==> src/rtl/sipo_pkg.sv <==
// Shared constants and helpers for the serial-in/parallel-out receiver.
// clog2_w sizes the bit counter and never returns less than 1.
package sipo_pkg;

  localparam int DEF_WIDTH = 4;

  function automatic int clog2_w(input int width);
    int r;
    r = 1;
    while ((1 << r) < width) r++;
    return r;
  endfunction

endpackage

==> src/rtl/sipo_bit_counter.sv <==
// Bit position within the current word; last flags the edge that samples the final bit.
// Zero latency on last; load1 (re-sync with a bit) beats clr, which beats en.
module sipo_bit_counter
  import sipo_pkg::*;
#(
  parameter int WIDTH = DEF_WIDTH,
  localparam int CW = clog2_w(WIDTH)
) (
  input  logic          clk,
  input  logic          reset_n,
  input  logic          en,
  input  logic          clr,
  input  logic          load1,
  output logic [CW-1:0] cnt,
  output logic          last
);

  localparam logic [CW-1:0] CNT_LAST = CW'(WIDTH - 1);

  logic [CW-1:0] cnt_q, cnt_d;

  always_comb begin
    cnt_d = cnt_q;
    if (load1) begin
      cnt_d = CW'(1);
    end else if (clr) begin
      cnt_d = '0;
    end else if (en) begin
      cnt_d = (cnt_q == CNT_LAST) ? '0 : cnt_q + 1'b1;
    end
  end

  always_ff @(posedge clk or negedge reset_n) begin
    if (!reset_n) begin
      cnt_q <= '0;
    end else begin
      cnt_q <= cnt_d;
    end
  end

  assign cnt  = cnt_q;
  assign last = en & (cnt_q == CNT_LAST);

endmodule

==> src/rtl/sipo_deserializer.sv <==
// Serial-in/parallel-out receiver: assembles WIDTH-bit words into a valid/ready holding register.
// Word appears at the last-bit edge; if the holder is full and not drained, the word is dropped and overrun latches.
module sipo_deserializer
  import sipo_pkg::*;
#(
  parameter int WIDTH     = DEF_WIDTH,
  parameter bit MSB_FIRST = 1'b1
) (
  input  logic             clk,
  input  logic             reset_n,
  input  logic             din,
  input  logic             din_en,
  input  logic             sync,
  output logic [WIDTH-1:0] pout,
  output logic             pout_valid,
  input  logic             pout_ready,
  output logic             overrun,
  input  logic             clr_overrun
);

  localparam int CW = clog2_w(WIDTH);

  logic [WIDTH-1:0] sr_q, sr_d, shifted, first_bit;
  logic [WIDTH-1:0] pout_q, pout_d;
  logic             vld_q, vld_d;
  logic             ovr_q, ovr_d;
  logic [CW-1:0]    cnt_unused;
  logic             last;

  // A sync pulse takes precedence over normal counting, so completion is only possible without sync.
  sipo_bit_counter #(.WIDTH(WIDTH)) u_cnt (
    .clk     (clk),
    .reset_n (reset_n),
    .en      (din_en & ~sync),
    .clr     (sync & ~din_en),
    .load1   (sync & din_en),
    .cnt     (cnt_unused),
    .last    (last)
  );

  generate
    if (MSB_FIRST) begin : g_msb
      assign shifted   = {sr_q[WIDTH-2:0], din};
      assign first_bit = {{(WIDTH-1){1'b0}}, din};
    end else begin : g_lsb
      assign shifted   = {din, sr_q[WIDTH-1:1]};
      assign first_bit = {din, {(WIDTH-1){1'b0}}};
    end
  endgenerate

  always_comb begin
    sr_d = sr_q;
    if (sync) begin
      if (din_en) sr_d = first_bit;
    end else if (din_en) begin
      sr_d = shifted;
    end
  end

  // Overrun set is applied after the clear so a simultaneous set wins.
  always_comb begin
    pout_d = pout_q;
    vld_d  = vld_q;
    ovr_d  = ovr_q;
    if (clr_overrun) ovr_d = 1'b0;
    if (last) begin
      if (!vld_q || pout_ready) begin
        pout_d = shifted;
        vld_d  = 1'b1;
      end else begin
        ovr_d = 1'b1;
      end
    end else if (vld_q && pout_ready) begin
      vld_d = 1'b0;
    end
  end

  always_ff @(posedge clk or negedge reset_n) begin
    if (!reset_n) begin
      sr_q   <= '0;
      pout_q <= '0;
      vld_q  <= 1'b0;
      ovr_q  <= 1'b0;
    end else begin
      sr_q   <= sr_d;
      pout_q <= pout_d;
      vld_q  <= vld_d;
      ovr_q  <= ovr_d;
    end
  end

  assign pout       = pout_q;
  assign pout_valid = vld_q;
  assign overrun    = ovr_q;

endmodule

==> config.mk <==
export PLATFORM = sky130hd
export DESIGN_NAME = sipo_deserializer
export DESIGN_NICKNAME = d
export VERILOG_FILES = /design/src/rtl/sipo_pkg.sv /design/src/rtl/sipo_bit_counter.sv /design/src/rtl/sipo_deserializer.sv
export SDC_FILE = /design/constraint.sdc
export NUM_CORES = 1
export LEC_CHECK = 0
export CORE_AREA = 2 2 39 41
export CTS_CLUSTER_DIAMETER = 30
export DETAILED_ROUTE_END_ITERATION = 16
export DIE_AREA = 0 0 41 43
export DONT_BUFFER_PORTS = 1
export SLEW_MARGIN = 20
export SYNTH_ARGS = -nofsm -noshare
export SYNTH_HDL_FRONTEND = slang
export SYNTH_SLANG_ARGS = --single-unit
==> constraint.sdc <==
create_clock -name clk -period 3 [get_ports clk]
set_input_delay 0.3 -clock clk [delete_from_list [all_inputs] [get_ports clk]]
set_output_delay 0.3 -clock clk [all_outputs]
set_load 0.01 [all_outputs]
==> results of run 1 <==
placed cells by master, fill, tap and decap left out, drive strengths merged:
| cell type | n |
|---|---|
| o21ai | 2 |
| clkbuf | 4 |
| nand3b | 1 |
| mux2i | 1 |
| inv | 3 |
| ha | 1 |
| nand2b | 2 |
| dfrtp | 11 |
| nand2 | 3 |
| dlygate4sd3 | 1 |
| nor2 | 1 |
| xnor2 | 1 |
| o22ai | 1 |
| mux2 | 5 |
| nor2b | 2 |
registers in the layout, indices dropped and copies added (netlist names):
signal and cells:
sr_q 3, overrun 1, u_cnt.cnt 2, pout_valid 1, pout 4
power by group:
part           total (mW)  switching [mW]  internal, mW
combinational      0.0384          0.0142        0.0242
sequential          0.202          0.0268         0.175
clock               0.101          0.0492        0.0515
total               0.341          0.0902         0.251
routing by layer:
| metal | vias up | GRT usage, % | wire length (µm) |
|---|---|---|---|
| met3 | 0 | 5.76 | 70 |
| met4 | 0 | 10.0 | 0 |
| met2 | 9 | 15.3 | 372 |
| li1 | 120 | - | - |
| met5 | - | 0 | 0 |
| met1 | 129 | 11.0 | 287 |
path summary, 6_finish.rpt:
check	endpoint	depth (start not counted)
worst min-delay path	u_cnt.cnt[1]	1
worst max register to register	pout[3]	4
worst max-delay path	pout[3]	4
worst min register to register	sr_q[2]	2
max in group asynchronous	pout[3]	1
min in group asynchronous	overrun	1
repair_timing:
action | 4_1_cts | 5_1_grt
hold buffers | 1 | 0
resized for setup | 0 | 0
hold endpoints to repair | 11 | 0
cells by family after synthesis:
| group | count (synthesis) | share of synthesized area [%] |
|---|---|---|
| xor gates and xnor gates | 1 | 1.88 |
| and+or+nand+nor | 9 | 14.5 |
| buffers and inverters | 4 | 4.03 |
| muxes | 6 | 14.2 |
| DFF | 11 | 59.1 |
| AOI/OAI and AO/OA | 3 | 3.50 |
| adders and majority gates | 1 | 2.69 |
worst max-delay path, cell delays in order (launching register included):
cell,delay [ns]
dfrtp_1,0.36
ha_1,0.19
nand3b_4,0.10
nor2b_4,0.17
mux2_2,0.35
synthesized netlist by cell type:
master,count,area (µm²)
dfrtp_1,11,275
xnor2_1,1,8.76
o22ai_1,1,6.26
mux2_2,5,56.3
ha_1,1,12.5
buf_4,1,7.51
nor2b_1,1,6.26
nand3b_4,1,20.0
inv_1,3,11.3
nor2_1,1,3.75
nand2_1,3,11.3
o21ai_0,2,10.0
mux2i_1,1,10.0
nor2b_4,1,13.8
nand2b_1,2,12.5
stage by stage:
| step | hold WS (ns) | setup WS, ns | util [%] | std cells |
|---|---|---|---|---|
| floorplan | 0.00441 | 1.79 | - | 35 |
| global placement | 0.00466 | 1.76 | 34.5 | 50 |
| detailed placement | 0.00468 | 1.73 | 34.5 | 50 |
| CTS | 0.0740 | 1.71 | 37.2 | 55 |
| global route | 0.0713 | 1.63 | 37.2 | 55 |
| finish | 0.0898 | 1.72 | 37.2 | 55 |
final cells by class:
class | instances | area (µm²)
fillers | 136 | 870
flip-flops and latches | 11 | 275
multi-input cells | 20 | 171
clock buffers | 4 | 26.3
well taps | 16 | 20.0
inverters | 3 | 11.3
repair buffers | 1 | 10.0
==> results.sh, run 1 <==
export IMPL_place_gp_congestion=0.666
export IMPL_viasPerCell=4.69
export IMPL_final_min_clock_period_ns=1.28
export IMPL_die_area_um2=1760
export IMPL_grt_pass1_vias=306
export IMPL_slew_violations=0
export IMPL_fmax_mhz=779
export IMPL_die_y_um=43
export IMPL_rsz0062_at_grt="no"
export IMPL_ys_seq_area_share_pct=59.1
export IMPL_worstPathMaxFanout=4
export IMPL_finClkSkew_ns=0.00150
export IMPL_fin_crit_sh_pct=42.8
export IMPL_synth_area_per_cell_um2=13.3
export IMPL_path_clk_slew_ns=0.07
export IMPL_r2r_slack_ns=1.72
export IMPL_hold_class="input pin to flop"
export IMPL_die_width_um=41
export IMPL_worst_pin_slew_ns=0.488
export IMPL_root_buffer="clkbuf_4"
export IMPL_power_leakage_nw=0.258
export IMPL_hold_viol=0
export IMPL_fp_row_count=14
export IMPL_ys_warn_count=0
export IMPL_cp_end_kind="flop"
export IMPL_port_buffers=0
export IMPL_finalInstanceArea_um2=514
export IMPL_run_status="finished clean"
export IMPL_drt_wirelength_per_cell_um=13.3
export IMPL_syn_to_final_growth_pct=10.5
export IMPL_coreArea_um2=1380
export IMPL_synthCells=35
export IMPL_cts_buffers=3
export IMPL_cp_arrival_ns=1.44
export IMPL_grt_max_degree=12
export IMPL_drive_gt1_share_pct=25.6
export IMPL_crit_required_ns=3.15
export IMPL_route_detailed_drc=0
export IMPL_maxCapViolCount=0
export IMPL_netlist_area_um2=465
export IMPL_start_util_pct=33.6
export IMPL_clk_path_buf_depth=2
export IMPL_cts_tree="yes"
export IMPL_crit_start="u_cnt.cnt[0]"
export IMPL_post_cts_setup_buffers=0
export IMPL_diodes=0
export IMPL_ys_ff_latch=11
export IMPL_antenna_found_initial=0
export IMPL_powerDensity_nw_per_um2=663
export IMPL_critical_path_class="flop to flop"
export IMPL_final_nets=48
export IMPL_grt_usage_pct=11.0
export IMPL_setup_worst_path_start_class="flop"
export IMPL_ys_types=15
export IMPL_ant_nets=0
export IMPL_drt_total_wl_um=730
export IMPL_placed_area_um2=478
export IMPL_gr_total_overflow=0
export IMPL_ir_worst_vdd_v=0.000187
export IMPL_vias=258
export IMPL_setup_viol=0
export IMPL_timing_slew_headroom_pct=67.3
export IMPL_dr_pass1_iters=2
export IMPL_finalPower_uw=341
export IMPL_drt_iter0_markers=2
export IMPL_grt_pass1_wl_um=1210
export IMPL_reg2reg_from="u_cnt.cnt[0]"
export IMPL_setup_tns_ns=0
export IMPL_clock_latency_ns=0.27
export IMPL_clkSinkCount=11
export IMPL_syn_num_nets=43
export IMPL_h_tree_depth=1
export IMPL_io_pins=13
export IMPL_min_from="sync"
Note: power is estimated with default switching activity, not from simulation.
==> inputs of run 2 (changes only) <==
- clock period: 3 -> 1.29 ns (I/O delays scaled with it)
==> run 2 against run 1 <==
  * The flow now finishes with violations (setup timing)
  * Critical path depth did not move
  * Highest routed layer unchanged
  * Cell count rose by 16%
  * Clock-buffer cell count did not move
  * Critical path type unchanged
  * Total power rose to 2.5 times the previous value
  * Largest cell class unchanged
  * Critical endpoint is now pout[2]
  * Utilization rose by 7.1 points
==> results.sh, run 2 (synthesis results as in run 1) <==
export IMPL_sw_frac_of_total_pct=26.2
export IMPL_syn_to_final_growth_pct=31.5
export IMPL_antenna_found_initial=0
export IMPL_drt_iter0_markers=4
export IMPL_final_common_cell="dfrtp_1"
export IMPL_grt_pass1_vias=312
export IMPL_h_tree_depth=1
export IMPL_drt_total_wl_um=890
export IMPL_seqPwrFrac_pct=55.3
export IMPL_path_clk_slew_ns=0.07
export IMPL_die_width_um=41
export IMPL_largest_register_ffs=4
export IMPL_diodes=0
export IMPL_critPathMaxStageDelay_ns=0.36
export IMPL_hold_viol=0
export IMPL_cp_end_kind="flop"
export IMPL_grt_max_degree=12
export IMPL_mostFrequentLayoutCells="dfrtp_1 (11), dlygate4sd3_1 (6), mux2_4 (4), buf_4 (4)"
export IMPL_fp_row_count=14
export IMPL_maxCapViolCount=0
export IMPL_ir_worst_vdd_v=0.000424
export IMPL_n_fill_cell=138
export IMPL_setup_viol=2
export IMPL_switchingPower_uw=225
export IMPL_place_gp_congestion=0.685
export IMPL_critical_path_class="flop to flop"
export IMPL_clockPowerShare_pct=26.8
export IMPL_power_leakage_nw=0.304
export IMPL_crit_start="u_cnt.cnt[0]"
export IMPL_ant_nets=0
export IMPL_slew_violations=0
export IMPL_clkSinkCount=11
export IMPL_route_detailed_drc=0
export IMPL_crit_required_ns=1.44
export IMPL_dr_pass1_iters=2
export IMPL_min_from="din_en"
export IMPL_violations="setup timing"
export IMPL_fmax_mhz=771
export IMPL_final_nets=57
export IMPL_fin_crit_sh_pct=101
export IMPL_cts_tree="yes"
export IMPL_path_cells="ha_2 -> nand3b_4 -> nor2b_4 -> mux2_4"
export IMPL_drive_gt1_share_pct=31.3
export IMPL_hold_slack_ns=0.0385
export IMPL_run_status="complete, but fails checks"
export IMPL_powerDensity_nw_per_um2=1400
export IMPL_root_buffer="clkbuf_4"
export IMPL_cts_buffers=3
export IMPL_grt_pass1_wl_um=1300
export IMPL_worst_pin_slew_ns=0.498
export IMPL_power_frac_comb_pct=17.9
export IMPL_finClkSkew_ns=0.00474
export IMPL_port_buffers=0
export IMPL_final_min_clock_period_ns=1.30
export IMPL_finalInstanceArea_um2=612
export IMPL_hold_class="input pin to flop"
export IMPL_worstPathMaxFanout=4
export IMPL_regArea_um2=275
export IMPL_io_pins=13
export IMPL_setup_worst_path_start_class="flop"
export IMPL_vias=296
export IMPL_coreArea_um2=1380
export IMPL_clock_latency_ns=0.26
export IMPL_gr_total_overflow=0
export IMPL_start_util_pct=33.6
export IMPL_cp_arrival_ns=1.45
export IMPL_rsz0062_at_grt="yes"
export IMPL_die_area_um2=1760
export IMPL_drt_wirelength_per_cell_um=13.9
export IMPL_multi_input_area_um2=189
export IMPL_viasPerCell=4.63
export IMPL_die_y_um=43
export IMPL_clk_path_buf_depth=2
export IMPL_grt_usage_pct=11.7
export IMPL_setup_ws_ns=-0.00652
export IMPL_dp_hpwl_um=537
export IMPL_reg2reg_from="u_cnt.cnt[0]"
export IMPL_cp_slowest_cell="dfrtp_1"
export IMPL_placed_area_um2=478
export IMPL_timing_slew_headroom_pct=66.7
export IMPL_p_int_uw=634
-- run 2: cell count changes in the layout (fill, tap and decap cells not counted) --
cell,before,now
buf_4,0,4
mux2_4,0,4
ha_2,0,1
ha_1,1,0
mux2_2,5,1
dlygate4sd3_1,1,6
-- run 2: power groups by stage --
stage,combinational [mW],clock (mW),sequential [mW]
4_1_cts,0.115,0.243,0.471
6_report,0.154,0.230,0.475
2_1_floorplan,0.0786,0,0.463
5_1_grt,0.168,0.266,0.483
3_5_place_dp,0.0834,0,0.477
3_3_place_gp,0.0793,0,0.477
-- run 2: what timing repair did --
action                     4_1_cts  5_1_grt
hold buffers                     4        2
setup endpoints to repair        4        4
buffers inserted                 2        2
pin swaps                        1        2
gates resized for setup          1        4
hold endpoints to repair        16        2
-- run 2: final timing paths --
check	to	slack (ns)	depth (start not counted)
setup / recovery	pout[2]	-0.007	4
hold / removal	u_cnt.cnt[1]	0.04	2
setup reg to reg	pout[2]	-0.007	4
hold reg to reg	pout[3]	0.52	1
max in group asynchronous	sr_q[0]	0.69	1
min in group asynchronous	pout[3]	0.26	1
-- run 2: cell type report --
cell class	count	area share, %
multi-input combinational	20	30.9
clock buffer	4	4.29
inverter	3	1.84
timing repair buffer	10	14.7
tap	16	3.27
sequential	11	45.0
-- run 2: critical path: cells and delay by family (launching register included) --
kind                       cells  cell delay [ns]
and+or+nand+nor                2             0.30
DFF                            1             0.36
muxes                          1             0.32
adders and majority gates      1             0.20
-- run 2: layer usage --
layer / share of wire (%) / GRT usage [%] / vias to the layer above
li1: - / - / 140
met1: 43 / 12.0 / 142
met2: 50 / 16.6 / 14
met3: 6.6 / 5.76 / 0
met4: 0 / 10.0 / 0
met5: 0 / 0 / -
-- run 2: metrics by stage --
stage	worst slack [ns]	std cells	util, %	TNS, ns	total power [mW]
after floorplan	0.0840	35	-	0	0.542
after global placement	0.0416	50	34.5	0	0.556
after detailed placement	-0.00281	50	34.5	-0.00387	0.561
after CTS	-0.00368	60	40.6	-0.00368	0.829
after global routing	-0.0731	64	44.2	-0.274	0.917
final	-0.00652	64	44.2	-0.0109	0.858
